`src/rtl/tile_fetch_sched.sv`:
```
// Round-robin scheduler that shares one synchronous tile ROM between two BG scanline
// generators, with per-requester data hold registers and saturating deadline-miss counters.
//   state | meaning
//   IDLE  | no fetch in flight, arbitrate pending requests
//   RD    | rom_ad stable, waiting out ROM latency
//   CAP   | ROM data valid, latch into the selected hold register
module tile_fetch_sched #(
  parameter int AW      = 15,
  parameter int DW      = 24,
  parameter int ROM_LAT = 1
) (
  input  logic          CLK,
  input  logic          RESET,
  input  logic          PCLK_EN,
  input  logic [2:0]    HPHASE,
  input  logic          req0,
  input  logic [AW-1:0] ad0,
  input  logic          req1,
  input  logic [AW-1:0] ad1,
  output logic [AW-1:0] rom_ad,
  input  logic [DW-1:0] rom_dt,
  output logic [DW-1:0] dt0,
  output logic [DW-1:0] dt1,
  output logic          vld0,
  output logic          vld1,
  output logic          busy,
  input  logic          miss_clr,
  output logic [7:0]    miss0,
  output logic [7:0]    miss1
);

  typedef enum logic [1:0] {S_IDLE, S_RD, S_CAP} state_t;

  localparam logic [1:0] CNT_INIT = 2'(ROM_LAT - 1);

  state_t     state, state_nxt;
  logic       pend0, pend1;
  logic       req0_d, req1_d;
  logic       last, sel;
  logic [1:0] cnt;
  logic       grant, grant_sel, cap;
  logic       rise0, rise1;
  logic       deadline, late0, late1;

  assign rise0    = req0 & ~req0_d;
  assign rise1    = req1 & ~req1_d;
  assign busy     = (state != S_IDLE);
  assign deadline = PCLK_EN && (HPHASE == 3'd7);
  assign late0    = pend0 | (busy & ~sel);
  assign late1    = pend1 | (busy & sel);

  always_ff @(posedge CLK or posedge RESET) begin
    if (RESET) state <= S_IDLE;
    else       state <= state_nxt;
  end

  always_comb begin
    state_nxt = state;
    grant     = 1'b0;
    grant_sel = 1'b0;
    cap       = 1'b0;
    case (state)
      S_IDLE: begin
        if (pend0 || pend1) begin
          grant     = 1'b1;
          grant_sel = (pend0 && pend1) ? ~last : pend1;
          state_nxt = S_RD;
        end
      end
      S_RD: begin
        if (cnt == 2'd0) state_nxt = S_CAP;
      end
      S_CAP: begin
        cap       = 1'b1;
        state_nxt = S_IDLE;
      end
      default: state_nxt = S_IDLE;
    endcase
  end

  always_ff @(posedge CLK or posedge RESET) begin
    if (RESET) begin
      rom_ad <= '0;
      dt0    <= '0;
      dt1    <= '0;
      vld0   <= 1'b0;
      vld1   <= 1'b0;
      pend0  <= 1'b0;
      pend1  <= 1'b0;
      req0_d <= 1'b0;
      req1_d <= 1'b0;
      last   <= 1'b1;
      sel    <= 1'b0;
      cnt    <= 2'd0;
    end else begin
      req0_d <= req0;
      req1_d <= req1;
      vld0   <= 1'b0;
      vld1   <= 1'b0;
      if (grant) begin
        rom_ad <= grant_sel ? ad1 : ad0;
        sel    <= grant_sel;
        last   <= grant_sel;
        cnt    <= CNT_INIT;
      end else if (state == S_RD && cnt != 2'd0) begin
        cnt <= cnt - 2'd1;
      end
      if (cap) begin
        if (sel) begin
          dt1  <= rom_dt;
          vld1 <= 1'b1;
        end else begin
          dt0  <= rom_dt;
          vld0 <= 1'b1;
        end
      end
      // a rising edge in the CAP cycle keeps the requester pending
      pend0 <= rise0 | (pend0 & ~(cap & ~sel));
      pend1 <= rise1 | (pend1 & ~(cap & sel));
    end
  end

  always_ff @(posedge CLK or posedge RESET) begin
    if (RESET) begin
      miss0 <= 8'd0;
      miss1 <= 8'd0;
    end else if (miss_clr) begin
      miss0 <= 8'd0;
      miss1 <= 8'd0;
    end else if (deadline) begin
      if (late0 && miss0 != 8'hFF) miss0 <= miss0 + 8'd1;
      if (late1 && miss1 != 8'hFF) miss1 <= miss1 + 8'd1;
    end
  end

endmodule

```
`config.mk`:
```
export PLATFORM = sky130hd
export DESIGN_NAME = tile_fetch_sched
export DESIGN_NICKNAME = d
export VERILOG_FILES = /design/src/rtl/tile_fetch_sched.sv
export SDC_FILE = /design/constraint.sdc
export NUM_CORES = 1
export LEC_CHECK = 0
export CORE_ASPECT_RATIO = 0.7
export CORE_MARGIN = 2
export CORE_UTILIZATION = 44
export DETAILED_ROUTE_END_ITERATION = 6
export PLACE_DENSITY_LB_ADDON = 0.1
export SETUP_SLACK_MARGIN = 0.5
export SKIP_CTS_REPAIR_TIMING = 1
export SYNTH_ARGS = -nofsm -noshare
export SYNTH_HDL_FRONTEND = slang
export SYNTH_SLANG_ARGS = --single-unit
```
`constraint.sdc`:
```
create_clock -name CLK -period 3.3 [get_ports CLK]
set_input_delay 0.66 -clock CLK [delete_from_list [all_inputs] [get_ports CLK]]
set_output_delay 0.66 -clock CLK [all_outputs]
set_load 0.03 [all_outputs]
```
# --- Word-level counts from Yosys, hierarchy flattened ---
# Index checks and enable logic that the tools add are counted.
op_classes:
  n_addsub: 3
  eq_ne: 7
  muxes: 22
  bitwise_logic: 18
  n_reduce_logical: 19
ops:
  columns: ["operator", "count"]
  rows:
  - ["8-bit two-way mux", 6]
  - ["8-bit by 1-bit adder with 8-bit output (second input constant)", 2]
  - ["8-bit != test (second input constant)", 2]
  - ["15-bit two-way mux", 1]
  - ["2-bit nonzero test", 6]
  - ["1-bit two-way mux", 10]
  - ["2-bit AND reduction", 5]
  - ["1-bit bitwise AND", 8]
  - ["2-bit two-way mux", 4]
  - ["1-bit NOT", 6]
  - ["1-bit logical AND", 5]
  - ["2-bit logical NOT", 2]
  - ["2-bit != test (second input constant)", 2]
  - ["1-bit OR", 4]
  - ["2-bit case mux with 2 select lines", 1]
  - ["3-bit equality test (second input constant)", 1]
  - ["2-bit by 1-bit equality test with 1-bit output (second input constant)", 1]
  - ["2-bit equality test (second input constant)", 1]
  - ["2-bit by 1-bit subtractor with 2-bit output (second input constant)", 1]
  - ["1-bit logical OR", 1]
word_totals:
  regBits: 91
  in_bits: 63
  output_inout_bits: 82
  wordCells: 84

# --- Logic depth before layout (Yosys ltp) ---
# Gate-level depths: netlist (run 1).
logic_depth:
  word_depth: 7
  depth_mapped: 6
  mapped_depth_nobuf: 5

# --- Worst setup path after synthesis (run 1) ---
# No wires, ideal clock.
synth_timing:
  kind: "input to register"
  startpoint: "input port PCLK_EN"
  endpoint: "register miss0[3]"
  setup_ps: 78
  arrival_ps: 1736
  required_ps: 3222
  setup_slack_ps: 1486
  cell_stages: 5
  n_path_buf: 1
  path_cell_list: "nand4_1 > a21o_1 > buf_6 > or4_1 > a21oi_1"
synth_between:
  elab_chain_len: 3
synth_lines:
  columns: ["element", "line", "source"]
  rows:
  - ["start: declaration", "14", "input logic PCLK_EN,"]
  - ["1-bit logical AND", "48", "assign deadline = PCLK_EN && (HPHASE == 3'd7);"]
  - ["2-bit nonzero test (no line)", null, null]
  - ["2-bit AND reduction (no line)", null, null]
  - ["end signal: assignment", "131", "if (late0 && miss0 != 8'hFF) miss0 <= miss0 + 8'd1;"]
  - ["end: declaration", "28", "output logic [7:0] miss0,"]
# No other way between the ends.
# A chain may end at the register's enable or synchronous reset.

# --- Final worst setup path (run 1) ---
layout_timing:
  startpoint: "register state[0]"
  endpoint: "output port busy"
layout_between:
  elab_chain_len: 1
layout_lines:
  columns: ["element", "line", "source"]
  rows:
  - ["start: declaration", "36", "state_t state, state_nxt;"]
  - ["start signal: assignment", "54", "else state <= state_nxt;"]
  - ["2-bit nonzero test", "47", "assign busy = (state != S_IDLE);"]
  - ["end: declaration", "26", "output logic busy,"]
# No other way between the ends.

==> results.json, run 1 <==
{
  "cp.arrival_ps": 1650,
  "postSynthAreaPerCell_sq_um": 10.7,
  "fin_util": 0.680,
  "antenna_found_initial": 0,
  "final-max-slew-violation-count": 0,
  "h-tree-depth": 3,
  "clk_path_buf_depth": 2,
  "fin_hold_ws_ps": 435,
  "clock_skew_ps": 4.21,
  "synth_edf_count": 0,
  "grt_pass1_wl_um": 15000,
  "root_buffer": "clkbuf_16",
  "die_w_um": 115,
  "synth_cell_types": 37,
  "worstMarginPinSlew_ps": 1110,
  "io_pins": 145,
  "final_common_cell": "clkdlybuf4s50_1",
  "power_density_nw_per_um2": 979,
  "whs_path_depth": 1,
  "dr.pass1.iters": 4,
  "grtUsageTotal": 0.208,
  "most-common-layout-cells": "144 x clkdlybuf4s50_1, 96 x nand2_1, 90 x dfrtp_1, 24 x mux2_2, 23 x o21ai_0",
  "timing_worst_setup_path_type": "reg2out",
  "nets": 566,
  "ant_nets": 0,
  "totalNegativeSetupSlack_ps": 0,
  "wl_per_cell_um": 15.3,
  "synth-xor-area-share": 0.00230,
  "ys_seq_area_frac": 0.598,
  "ir_drop_v": 0.000626,
  "gr-total-overflow": 0,
  "min-delay-start": "req0_d$_DFF_PP0_",
  "synth_compound_area_frac": 0.0844,
  "hp-class": "reg2reg",
  "drt-total-wl_um": 9540,
  "startpoint_type": "flip-flop",
  "fin_crit_sh": 0.701,
  "fin_crit_ps": 2310,
  "antenna_cells": 0,
  "hold_viol": 0,
  "ys_warn_count": 0,
  "syn-instance-count": 355,
  "critPathRequiredTime_ps": 2640,
  "drt_iter0_markers": 219,
  "drive_gt1_frac": 0.0970,
  "die_h_um": 81.9,
  "synthAdderAreaFrac": 0.00985,
  "start_util": 0.451,
  "setup_viol": 0,
  "relSlewSlack": 0.259,
  "grt_max_degree": 38,
  "coreArea_sq_um": 8440,
  "worstSetupStartpoint": "state[0]$_DFFE_PP0P_",
  "cts_tree": "done",
  "dieArea_sq_um": 9430,
  "total_power_w": 0.00562,
  "grt_pass1_vias": 2988,
  "yosys_register_bits": 91,
  "cts_made_buffers": 9,
  "netlist_area_sq_um": 3810,
  "reg2regPathDepth": 5,
  "syn_to_final_growth_pct": 50.6,
  "r2r_start": "state[0]$_DFFE_PP0P_",
  "rsz0062_at_grt": "false",
  "synthMuxAreaShare": 0.116,
  "vias_per_cell": 4.95,
  "clk_latency_ps": 340,
  "synth_top_family_by_area": "simple AND/OR/NAND/NOR gates",
  "route.vias.total": 3092,
  "postSynth.asyncResetShare": 1.00,
  "clock-sinks": 91,
  "outcome": "finished, final reports clean",
  "synth_fp_nets": 421,
  "portBuffers": 144,
  "row_count": 28,
  "timing.fmax_mhz": 432,
  "synthFlopType": "dfrtp_1",
  "worstPathMaxFanout": 6,
  "drc": 0,
  "endpoint_kind": "output port",
  "total_leakage_power_nw": 2.53,
  "clk_pin_slew_ps": 60,
  "cap_violations": 0,
  "place_congestion": 0.843,
  "synth_simple_gate_area_frac": 0.161,
  "dp_hpwl_um": 6700
}
[stage by stage]
step	cell area, sq um	worst slack, ps	cells
after detailed placement	5400	888	609
final	5740	987	625
after global placement	5400	947	609
after floorplan	3810	1490	355
after global routing	5740	887	625
after CTS	5740	963	625
[critical path, cell delays in order (launching register included)]
cell and delay [ps]:
dfrtp_1 440, nor2_1 210, inv_1 70, clkdlybuf4s50_1 590
[logic make-up after synthesis]
group           count (synthesis)
simple gates                  138
flops                          91
compound gates                 55
mux                            41
buf+inv                        26
fa+ha+maj                       3
xor+xnor                        1
[per-layer routing]
metal	wire length, um	GRT usage
met2	4310	0.324
met3	757	0.0760
met1	4360	0.276
met5	0	0
met4	104	0.0614
[sequential cells by signal (all words and copies together) (netlist names), 2 cells and up]
register	cells
dt0	24
dt1	24
rom_ad	15
miss0	8
miss1	8
cnt	2
state	2
[cell type report]
| class | instances | area (sq um) |
|---|---|---|
| clock inverters | 5 | 100 |
| repair buffers | 149 | 1490 |
| clock buffers | 11 | 243 |
| flip-flops and latches | 91 | 2280 |
| inverters | 11 | 45.0 |
| multi-input cells | 238 | 1430 |
| fillers | 669 | 2700 |
| well taps | 120 | 150 |
[synth_stat cells (3+ instances only)]
library cell	count	area, sq um
nand2b_1	3	18.8
nor2_1	7	26.3
mux2i_1	17	170
mux2_2	24	270
dfrtp_1	90	2250
o31ai_1	6	45.0
or3_1	5	31.3
ha_1	3	37.5
o21ai_0	23	115
a21oi_1	13	65.1
clkbuf_1	8	30.0
nand3_1	9	45.0
nand4_1	3	18.8
a211oi_1	3	22.5
buf_2	4	20.0
inv_1	10	37.5
or4_1	6	45.0
nand2_1	96	360
[power breakdown]
group          total, W  internal (W)  switching, W
registers       0.00181       0.00156      0.000251
clock network   0.00117      0.000758      0.000414
logic           0.00263       0.00113       0.00151
total           0.00562       0.00345       0.00217
[final timing paths]
kind                       slack [ps]                   to
setup / recovery                  990                 busy
hold / removal                    430      pend0$_DFF_PP0_
setup reg to reg                 1220   dt1[0]$_DFFE_PP0P_
hold reg to reg                   430      pend0$_DFF_PP0_
max in group asynchronous        1630  dt1[17]$_DFFE_PP0P_
min in group asynchronous         850  dt1[15]$_DFFE_PP0P_
No activity file was read; power rests on OpenSTA's default activity.
==> run 2: changes to the inputs <==
==> constraint.sdc (replaced) <==
create_clock -name CLK -period 2.3 [get_ports CLK]
set_input_delay 0.46 -clock CLK [delete_from_list [all_inputs] [get_ports CLK]]
set_output_delay 0.46 -clock CLK [all_outputs]
set_load 0.03 [all_outputs]
==> run 2 against run 1 <==
  * Via count up 3.3%
  * Sequential power up 43%
  * Setup slack worse by 540 ps
  * Clock power up 25%
  * Global-route usage down 0.37 points
  * First-iteration DRC count down 13%
  * Final area up 5.0%
  * Core utilization up 3.4 points
  * Power up 38%
  * Sequential share of layout area down 1.9 points
  * Critical path type is now in2reg
  * Largest cell class unchanged
  * Largest power group unchanged
==> results.json, run 2 (synthesis gave the netlist of run 1 again) <==
{
  "grt_max_degree": 36,
  "vias_per_cell": 5.06,
  "cts_made_buffers": 9,
  "largestRegisters": "dt0 x24, dt1 x24, rom_ad x15",
  "slowest_stage": "clkdlybuf4s50_1",
  "grt_pass1_wl_um": 14800,
  "endpoint_kind": "flip-flop",
  "final_common_cell": "nand2_1",
  "root_buffer": "clkbuf_16",
  "place_congestion": 0.824,
  "timing.fmax_mhz": 540,
  "worstPathMaxFanout": 5,
  "antenna_cells": 0,
  "cp_common_cell": "buf_4",
  "most-common-layout-cells": "96 x nand2_1, 90 x dfrtp_1, 84 x dlymetal6s2s_1, 60 x clkdlybuf4s50_1, 24 x mux2_2",
  "row_count": 28,
  "h-tree-depth": 3,
  "route.vias.total": 3195,
  "critPathRequiredTime_ps": 2550,
  "io_pins": 145,
  "portBuffers": 144,
  "die_h_um": 81.9,
  "cap_violations": 0,
  "ir_drop_v": 0.000902,
  "dp_hpwl_um": 6730,
  "hp-class": "reg2reg",
  "path_cells": "clkdlybuf4s50_1, nand4_1, buf_4, a21o_2, buf_4, or3_1, a21oi_1",
  "hold_viol": 0,
  "slowest_delay_ps": 450,
  "setup_viol": 0,
  "antenna_found_initial": 0,
  "rsz0062_at_grt": "true",
  "clk_path_buf_depth": 2,
  "drc": 0,
  "drt_iter0_markers": 191,
  "start_util": 0.451,
  "dieArea_sq_um": 9430,
  "dr.pass1.iters": 4,
  "wl_per_cell_um": 15.5,
  "grtUsageTotal": 0.205,
  "instances_no_fill": 632,
  "clock_skew_ps": 4.43,
  "drt-total-wl_um": 9810,
  "coreArea_sq_um": 8440,
  "cp.arrival_ps": 2100,
  "worstMarginPinSlew_ps": 699,
  "drive_gt1_frac": 0.127,
  "clk_latency_ps": 340,
  "grt_pass1_vias": 3012,
  "totalNegativeSetupSlack_ps": 0,
  "gr-total-overflow": 0,
  "power_density_nw_per_um2": 1290,
  "clk_pin_slew_ps": 60,
  "clock-sinks": 91,
  "syn_to_final_growth_pct": 58.2,
  "total_leakage_power_nw": 3.56,
  "startpoint_type": "primary input",
  "relSlewSlack": 0.532,
  "ant_nets": 0,
  "fin_crit_sh": 0.806,
  "fin_crit_ps": 1850,
  "dp.cells": 611,
  "die_w_um": 115,
  "cts_tree": "done",
  "nets": 573,
  "timing_worst_setup_path_type": "in2reg",
  "final-max-slew-violation-count": 0,
  "outcome": "finished, final reports clean"
}
run 2: layout make-up:
type,instances,area [sq um]
Clock buffer,12,246
Tap cell,120,150
Sequential cell,91,2280
Fill cell,622,2420
Inverter,11,48.8
Multi-Input combinational cell,239,1480
Clock inverter,4,50.0
Timing Repair Buffer,155,1770
run 2: final timing paths:
check,end,depth (start not counted),startpoint,slack [ps]
max,miss1[3]$_DFFE_PP0P_,7,HPHASE[1],450
min,pend1$_DFF_PP0_,1,req1_d$_DFF_PP0_,430
max reg2reg,miss1[6]$_DFFE_PP0P_,4,state[0]$_DFFE_PP0P_,530
min reg2reg,pend1$_DFF_PP0_,1,req1_d$_DFF_PP0_,430
max in group asynchronous,last$_DFFE_PP1P_,3,RESET,1230
min in group asynchronous,dt0[15]$_DFFE_PP0P_,2,RESET,520
run 2: per-stage QoR:
step | hold slack, ps | total power, W | instance area (sq um) | setup slack, ps | utilization
6_report | 430 | 0.00778 | 6030 | 447 | 0.714
5_1_grt | 447 | 0.00821 | 6030 | 392 | 0.714
3_3_place_gp | 426 | 0.00637 | 5440 | 156 | 0.644
3_5_place_dp | 426 | 0.00646 | 5440 | 101 | 0.644
4_1_cts | 435 | 0.00793 | 5730 | 158 | 0.679
2_1_floorplan | 410 | 0.00482 | 3810 | 639 | -
run 2: where the power goes:
part / switching, W / internal, W / total [W]
Clock: 0.000590 / 0.000870 / 0.00146
Combinational: 0.00220 / 0.00154 / 0.00374
Sequential: 0.000339 / 0.00224 / 0.00258
run 2: routing by layer:
metal	GRT usage	up-vias	wire length (um)
met4	0.0699	0	136
met2	0.314	115	4490
met1	0.269	1545	4390
li1	-	1525	-
met3	0.0782	10	790
met5	0	-	0
run 2: worst max-delay path: cells and delay by family:
family / cells / cell delay, ps
AOI/OAI and AO/OA: 2 / 360
buffers and inverters: 3 / 780
and+or+nand+nor: 2 / 490
==> run 3: changes to the inputs <==
--- a/config.mk
+++ b/config.mk
@@ -7,7 +7,7 @@
 export LEC_CHECK = 0
 export CORE_ASPECT_RATIO = 0.7
 export CORE_MARGIN = 2
-export CORE_UTILIZATION = 44
+export CORE_UTILIZATION = 40
 export DETAILED_ROUTE_END_ITERATION = 6
 export PLACE_DENSITY_LB_ADDON = 0.1
 export SETUP_SLACK_MARGIN = 0.5
==> constraint.sdc (replaced) <==
create_clock -name CLK -period 1.5 [get_ports CLK]
set_input_delay 0.3 -clock CLK [delete_from_list [all_inputs] [get_ports CLK]]
set_output_delay 0.3 -clock CLK [all_outputs]
set_load 0.03 [all_outputs]
==> run 3 against run 2 <==
  * The flow now finishes with violations (negative setup slack)
  * Non-clock buffer count up 80
  * Cell count is 14% higher
  * Global-route usage down 1.0 points
  * Via count grew 14%
  * Power rose by 99%
  * Count of clock-buffer cells in the layout decreased by 1
  * Sequential share of layout area shrank 6.8 points
  * Sequential power up 63%
  * Final area rose by 23%
  * First-iteration DRC count is 6.8% lower
==> results.json, run 3 (synthesis gave the netlist of run 1 again) <==
{
  "root_buffer": "clkbuf_16",
  "r2r_start": "state[0]$_DFFE_PP0P_",
  "dr.pass1.iters": 4,
  "whs_path_depth": 1,
  "timing.fmax_mhz": 600,
  "drive_gt1_frac": 0.530,
  "io_pins": 145,
  "hp-class": "reg2reg",
  "fin_crit_sh": 1.11,
  "start_util": 0.417,
  "vias_per_cell": 5.04,
  "die_h_um": 85.7,
  "coreArea_sq_um": 9140,
  "wl_per_cell_um": 18.3,
  "final-max-slew-violation-count": 0,
  "critPathRequiredTime_ps": 1720,
  "timing_worst_setup_path_type": "reg2reg",
  "setup_viol": 49,
  "dp.cells": 634,
  "most-common-layout-cells": "94 x buf_6, 75 x dfrtp_1, 62 x nand2_1, 61 x buf_4, 58 x clkdlybuf4s50_1",
  "grt_max_degree": 42,
  "instances_no_fill": 720,
  "clk_latency_ps": 330,
  "seq_power_share": 0.271,
  "outcome": "finished, violations left",
  "gr-total-overflow": 0,
  "path_cells": "buf_6, buf_4, nor3b_4, buf_12, clkbuf_16, mux2_4",
  "r2r_end": "dt0[9]$_DFFE_PP0P_",
  "endpoint_kind": "flip-flop",
  "relSlewSlack": 0.693,
  "grtUsageTotal": 0.194,
  "holdPathEnd": "pend0$_DFF_PP0_",
  "cts_tree": "done",
  "worstMarginPinSlew_ps": 460,
  "power.share.combinational": 0.570,
  "cap_violations": 0,
  "min-delay-start": "req0_d$_DFF_PP0_",
  "total_leakage_power_nw": 3.49,
  "fin_crit_ps": 1670,
  "violations": "negative setup slack",
  "slowest_delay_ps": 420,
  "portBuffers": 144,
  "antenna_cells": 0,
  "cp.arrival_ps": 1880,
  "slowest_stage": "dfrtp_2",
  "die_w_um": 121,
  "dp_hpwl_um": 6890,
  "swShare": 0.396,
  "syn_to_final_growth_pct": 94.3,
  "drc": 0,
  "place_congestion": 0.746,
  "largestRegisters": "dt0 x24, dt1 x24, rom_ad x15",
  "hold_viol": 0,
  "final_common_cell": "buf_6",
  "nets": 657,
  "clock-sinks": 91,
  "path_delay_family": "buffers and inverters",
  "switching_power_w": 0.00613,
  "route.vias.total": 3631,
  "row_count": 29,
  "intPower_w": 0.00937,
  "cts_made_buffers": 9,
  "grt_pass1_wl_um": 15900,
  "rsz0062_at_grt": "true",
  "h-tree-depth": 3,
  "clock_skew_ps": 10.3,
  "antenna_found_initial": 0,
  "grt_pass1_vias": 3156,
  "ant_nets": 0,
  "clk_pin_slew_ps": 70,
  "layout_setup_ws_ps": -168,
  "power_density_nw_per_um2": 2090,
  "drt-total-wl_um": 13200,
  "clkPwrFrac": 0.159,
  "rrSetupSlack_ps": -170,
  "fin_hold_ws_ps": 433,
  "worstPathMaxFanout": 6,
  "reg2regPathDepth": 6,
  "startpoint_type": "flip-flop",
  "ir_drop_v": 0.00121,
  "cp_num_buf_inv": 4,
  "dieArea_sq_um": 10300,
  "drt_iter0_markers": 178,
  "clk_path_buf_depth": 2
}
run 3: cell count changes in the layout (fill, tap and decap cells not counted), moves of 15 or more:
| cell | before | now |
|---|---|---|
| buf_6 | 0 | 94 |
| dfrtp_1 | 90 | 75 |
| buf_4 | 8 | 61 |
| mux2_2 | 24 | 0 |
| nand2_2 | 0 | 23 |
| dfrtp_2 | 0 | 15 |
| mux2_4 | 0 | 24 |
| o21ai_0 | 23 | 6 |
| nand2_1 | 96 | 62 |
| dlymetal6s2s_1 | 84 | 5 |
| o21ai_1 | 0 | 16 |
run 3: worst max path at each step:
| stage | startpoint | to | slack, ps | depth (start not counted) |
|---|---|---|---|---|
| 3_3_place_gp | PCLK_EN | miss0[4]$_DFFE_PP0P_ | -470 | 5 |
| 3_5_place_dp | HPHASE[2] | miss0[4]$_DFFE_PP0P_ | -520 | 5 |
| 6_report | state[0]$_DFFE_PP0P_ | dt0[9]$_DFFE_PP0P_ | -170 | 6 |
| 2_1_floorplan | sel$_DFFE_PP0P_ | miss0[3]$_DFFE_PP0P_ | 20 | 5 |
| 4_1_cts | state[0]$_DFFE_PP0P_ | busy | -300 | 6 |
| 5_1_grt | state[0]$_DFFE_PP0P_ | busy | -220 | 6 |
run 3: through the flow:
step / total power, W / TNS (ps) / util / area [sq um] / setup WS (ps)
after CTS: 0.0131 / -17830 / 0.671 / 6130 / -303
after global routing: 0.0162 / -7310 / 0.810 / 7400 / -224
after detailed placement: 0.0106 / -7130 / 0.635 / 5810 / -524
final: 0.0155 / -4930 / 0.810 / 7400 / -168
after global placement: 0.0104 / -6670 / 0.635 / 5810 / -475
after floorplan: 0.00798 / 0 / - / 4090 / 20.2
run 3: power groups by stage:
| stage | clock, W | combinational (W) | sequential (W) |
|---|---|---|---|
| finish | 0.00246 | 0.00884 | 0.00420 |
| detailed placement | 0 | 0.00657 | 0.00401 |
| floorplan | 0 | 0.00223 | 0.00575 |
| CTS | 0.00248 | 0.00659 | 0.00399 |
| global placement | 0 | 0.00648 | 0.00396 |
| global route | 0.00262 | 0.00928 | 0.00428 |
run 3: final cells by class:
cell class / instances / area, sq um
Clock buffer: 11 / 243
Fill cell: 546 / 1740
Multi-Input combinational cell: 243 / 2040
Timing Repair Buffer: 235 / 2520
Tap cell: 124 / 155
Clock inverter: 5 / 86.3
Sequential cell: 91 / 2300
Inverter: 11 / 60.1
run 3: metal layers:
layer,GRT usage,wire (um),part of all wire,vias up
li1,-,-,-,1697
met1,0.273,5950,0.45,1796
met2,0.301,6280,0.48,125
met3,0.0572,808,0.061,13
met4,0.0423,158,0.012,0
met5,0,0,0,-
